--- src/rtl/pipe_skid_stage.sv ---
// Pipeline stage register with a registered-ready valid/ready handshake and a 2-entry skid buffer.
// Adds flush (bubble insertion), NOP payload on empty output, and saturating stall/flush counters.
module pipe_skid_stage #(
    parameter int INSTR_W = 16,
    parameter int PC_W    = 16,
    parameter int FW_W    = 5,
    parameter logic [INSTR_W-1:0] NOP_INSTR = 16'h0800,
    parameter int CNT_W   = 16
) (
    input  logic               clk,
    input  logic               rst,
    input  logic               in_valid,
    output logic               in_ready,
    input  logic [INSTR_W-1:0] in_instr,
    input  logic [PC_W-1:0]    in_pc,
    input  logic               in_err,
    input  logic [FW_W-1:0]    in_fwA,
    input  logic [FW_W-1:0]    in_fwB,
    output logic               out_valid,
    input  logic               out_ready,
    output logic [INSTR_W-1:0] out_instr,
    output logic [PC_W-1:0]    out_pc,
    output logic               out_err,
    output logic [FW_W-1:0]    out_fwA,
    output logic [FW_W-1:0]    out_fwB,
    input  logic               flush,
    output logic [CNT_W-1:0]   stall_cnt,
    output logic [CNT_W-1:0]   flush_cnt,
    output logic [1:0]         dbg_state
);

    localparam int PW = INSTR_W + PC_W + 1 + 2 * FW_W;
    localparam logic [CNT_W-1:0] CNT_ONE = {{(CNT_W-1){1'b0}}, 1'b1};
    localparam logic [CNT_W-1:0] CNT_MAX = {CNT_W{1'b1}};

    typedef enum logic [1:0] {
        EMPTY = 2'd0,
        ONE   = 2'd1,
        TWO   = 2'd2
    } state_t;

    // Handshake: an entry moves upstream->stage when in_valid & in_ready on a rising
    // edge, and stage->downstream when out_valid & out_ready. in_ready is a register.
    state_t          state;
    logic [PW-1:0]   m_q;
    logic [PW-1:0]   s_q;
    logic [PW-1:0]   in_payload;
    logic            accept;
    logic            consume;

    assign in_payload = {in_instr, in_pc, in_err, in_fwA, in_fwB};
    assign out_valid  = (state != EMPTY);
    assign accept     = in_valid & in_ready;
    assign consume    = out_valid & out_ready;
    assign dbg_state  = state;

    // Masking at the output means stale M contents can never leak after a flush.
    assign {out_instr, out_pc, out_err, out_fwA, out_fwB} =
        out_valid ? m_q : {NOP_INSTR, {(PW-INSTR_W){1'b0}}};

    always_ff @(posedge clk) begin
        if (rst) begin
            state     <= EMPTY;
            in_ready  <= 1'b1;
            m_q       <= '0;
            s_q       <= '0;
            stall_cnt <= '0;
            flush_cnt <= '0;
        end else begin
            if (out_valid && !out_ready && stall_cnt != CNT_MAX)
                stall_cnt <= stall_cnt + CNT_ONE;

            if (flush) begin
                state    <= EMPTY;
                in_ready <= 1'b1;
                if (state != EMPTY && flush_cnt != CNT_MAX)
                    flush_cnt <= flush_cnt + CNT_ONE;
            end else begin
                case (state)
                    EMPTY: begin
                        if (accept) begin
                            m_q   <= in_payload;
                            state <= ONE;
                        end
                    end
                    ONE: begin
                        if (accept && consume) begin
                            m_q <= in_payload;
                        end else if (accept) begin
                            s_q      <= in_payload;
                            state    <= TWO;
                            in_ready <= 1'b0;
                        end else if (consume) begin
                            state <= EMPTY;
                        end
                    end
                    TWO: begin
                        if (consume) begin
                            m_q      <= s_q;
                            state    <= ONE;
                            in_ready <= 1'b1;
                        end
                    end
                    default: begin
                        state    <= EMPTY;
                        in_ready <= 1'b1;
                    end
                endcase
            end
        end
    end

endmodule

--- config.mk ---
export PLATFORM = sky130hd
export DESIGN_NAME = pipe_skid_stage
export DESIGN_NICKNAME = d
export VERILOG_FILES = /design/src/rtl/pipe_skid_stage.sv
export SDC_FILE = /design/constraint.sdc
export NUM_CORES = 1
export LEC_CHECK = 0
export BUFFER_PORTS_ARGS = -buffer_cell sky130_fd_sc_hd__clkbuf_2
export CAP_MARGIN = 20
export CORE_MARGIN = 2
export CORE_UTILIZATION = 58
export DETAILED_ROUTE_END_ITERATION = 8
export GPL_TIMING_DRIVEN = 0
export PLACE_DENSITY_LB_ADDON = 0.08
export SETUP_SLACK_MARGIN = 0.4
export SYNTH_ARGS = -nofsm -noshare
export SYNTH_HDL_FRONTEND = slang
export SYNTH_SLANG_ARGS = --single-unit
export TNS_END_PERCENT = 1
--- constraint.sdc ---
create_clock -name clk -period 4.65 [get_ports clk]
set_input_delay 0.2325 -clock clk [delete_from_list [all_inputs] [get_ports clk]]
set_output_delay 0.2325 -clock clk [all_outputs]
set_load 0.02 [all_outputs]
==> flow_metrics.env <==
export IMPL_cpPeakStageDelay_ns=0.61
export IMPL_switchingPower_mw=0.5935
export IMPL_dieArea_um2=9993
export IMPL_grt_pass1_wl_mm=21.98
export IMPL_grt_max_degree=17
export IMPL_io_buffers=125
export IMPL_grt_use_total=0.2764
export IMPL_cts_made_buffers=17
export IMPL_synth_async_reset_ratio=0
export IMPL_place_hpwl_mm=9.216
export IMPL_initial_core_util=0.5892
export IMPL_nets=872
export IMPL_hold_class="in -> reg"
export IMPL_synth_area_per_cell_um2=8.425
export IMPL_post_drt_via_cell_ratio=5.422
export IMPL_drive_above_1_share=0.2204
export IMPL_area_growth_pct=33.50
export IMPL_p_sw_frac=0.2302
export IMPL_routed_wirelength_mm=13.87
export IMPL_synth_edf_count=0
export IMPL_synth_nets=684
export IMPL_die_x_um=99.97
export IMPL_slew_viol_final=0
export IMPL_synthCells=634
export IMPL_status="completed"
export IMPL_synth_main_ff_cell="dfxtp_1"
export IMPL_h_tree_depth=4
export IMPL_antenna_cells=0
export IMPL_crit_start="dbg_state[1]"
export IMPL_synth_ff_latch_count=121
export IMPL_leakagePower_nw=3.003
export IMPL_top_level_ports=127
export IMPL_dp_cells=870
export IMPL_wl_per_cell_um=14.66
export IMPL_power_internal_mw=1.985
export IMPL_period_minus_slack_ns=2.591
export IMPL_startpoint_type="register"
export IMPL_ctsRootBufferMaster="clkbuf_8"
export IMPL_gp_congestion=0.8408
export IMPL_grt_pass1_vias=4701
export IMPL_seq_area_um2=2422
export IMPL_clock_skew_ns=0.007878
export IMPL_cp_max_fo=10
export IMPL_clkTransAtPathRegs_ns=0.06
export IMPL_fin_cells=946
export IMPL_tns_ns=0
export IMPL_vias=5129
export IMPL_drcViolationCount=0
export IMPL_num_rows=35
export IMPL_ctsLongestPathBuffers=2
export IMPL_crit_chain="buf_2 > nor2_1 > clkbuf_1 > nor2b_1 > clkbuf_2"
export IMPL_ys_warnings_count=0
export IMPL_slowest_stage="nor2_1"
export IMPL_hold_violations=0
export IMPL_final_fill_count=679
export IMPL_power_frac_seq=0.420
export IMPL_multiInputGateArea_um2=2723
export IMPL_arrival_ns=2.36
export IMPL_required_ns=4.42
export IMPL_ir_drop_uv=251.4
export IMPL_slew_headroom=0.4963
export IMPL_worst_slew_pin_transition_ns=0.7528
export IMPL_p_clk_frac=0.500
export IMPL_rsz0062_at_grt="false"
export IMPL_criticalPathCategory="reg -> out"
export IMPL_tritoncts="done"
export IMPL_cap_violations=0
export IMPL_synth_cell_types=39
export IMPL_holdCritStartpoint="flush"
export IMPL_power_density_nw_per_um2=361.6
export IMPL_antenna_found_initial=0
export IMPL_grt_ovfl_total=0
export IMPL_p_comb_frac=0.080
export IMPL_max_freq_ghz=0.3860
export IMPL_fin_total_pwr_mw=2.579
export IMPL_yosysSeqAreaShare=0.4535
export IMPL_firstDrtPassIters=6
export IMPL_finalSetupViolCount=0
export IMPL_synth_area_um2=5341
export IMPL_drt_iter0_drc=192
export IMPL_core_um2=9065
export IMPL_clock_latency_ns=0.51
export IMPL_crit_path_end_kind="primary output"
export IMPL_final_period_utilization=0.5571
export IMPL_ant_nets=0
export IMPL_die_h_um=99.97
export IMPL_r2r_start="dbg_state[0]"
export IMPL_clock_sinks=121
[path summary, 6_finish.rpt]
| kind | to | slack (ns) | depth (start not counted) |
|---|---|---|---|
| max | out_pc[10] | 2.06 | 5 |
| min | dbg_state[1] | 0.03 | 2 |
| max reg2reg | m_q[23] | 2.53 | 7 |
| min reg2reg | s_q[30] | 0.45 | 2 |
[per-layer routing]
layer	track usage	routed length [µm]	vias to the layer above
met4	0.09168	240	0
li1	-	-	2555
met5	0	0	-
met1	0.3560	6167	2386
met3	0.05084	666	23
met2	0.4704	6791	165
[final cells by class]
class                           instances  share of cell area
Clock buffer                           19             0.06054
Timing Repair Buffer                  169              0.1495
Sequential cell                       121              0.3397
Inverter                                4            0.002106
Buffer                                 43             0.02544
Tap cell                              111             0.01948
Clock inverter                         13             0.02141
Multi-Input combinational cell        466              0.3818
[state kept, by name, indices dropped and copies added, names as in the netlist]
| name | flops |
|---|---|
| s_q | 43 |
| in_ready | 1 |
| stall_cnt | 16 |
| m_q | 43 |
| flush_cnt | 16 |
| dbg_state | 2 |
[cells in the mapped netlist, types with 7 or more instances]
master,n,area share
xnor2_1,20,0.033
mux2i_1,44,0.082
clkbuf_1,27,0.019
nor3_1,13,0.012
nor2b_1,44,0.052
a21oi_1,53,0.050
a211oi_1,43,0.060
dfxtp_1,121,0.45
nand2_1,103,0.072
or3_1,7,0.0082
nand3_1,10,0.0094
nor2_1,74,0.052
buf_2,16,0.015
o21ai_0,9,0.0084
[cell families (layout without fill, tap and decap cells)]
kind of cell	after synthesis	count (layout)	share of synthesized area
AO/OA/AOI/OAI	111	111	0.1281
XOR/XNOR	22	22	0.03607
adder cells (fa/ha/maj)	2	2	0.004684
buffers and inverters	47	248	0.03678
flip-flops	121	121	0.4535
multiplexers	44	44	0.08245
AND/OR/NAND/NOR	287	287	0.2584
[metrics by stage]
stage            util  hold WS, ns  area (µm²)  setup WS [ns]
5_1_grt        0.7866      0.03855        7131          1.873
2_1_floorplan       -       0.3219        5341          2.788
6_report       0.7866      0.03392        7131          2.059
4_1_cts        0.7866      0.02407        7131          2.039
3_3_place_gp   0.6736       0.4405        6106          2.602
3_5_place_dp   0.6736       0.4464        6106          2.586
[worst max-delay path: cells and delay by family (launching register included)]
family / cells / cell delay [ns]
buffers and inverters: 3 / 0.79
AND/OR/NAND/NOR: 2 / 0.73
flip-flops: 1 / 0.32
[power groups by stage]
stage | registers [mW] | logic, mW | clock network [mW]
after global placement | 1.10 | 0.168 | 0
after floorplan | 1.10 | 0.110 | 0
final | 1.08 | 0.206 | 1.29
after detailed placement | 1.11 | 0.173 | 0
after CTS | 1.08 | 0.204 | 1.30
after global routing | 1.09 | 0.226 | 1.35
[placed cells by master (no fill, tap or decap), drive strengths merged, types with 16 or more instances in the layout]
master       Yosys  routed
mux2i           44      44
a21oi           54      54
xnor2           20      20
nor2b           44      44
buf             16      16
dfxtp          121     121
nand2          103     103
clkbuf          27     171
a211oi          43      43
nor2            74      74
dlygate4sd3      0      44
[timing repair]
| action | CTS | global route |
|---|---|---|
| hold buffers | 44 | 0 |
| buffers inserted | 0 | 0 |
| gates resized for setup | 0 | 0 |
| endpoints found under the hold margin | 44 | 0 |
No activity file was read; power rests on OpenSTA's default activity.
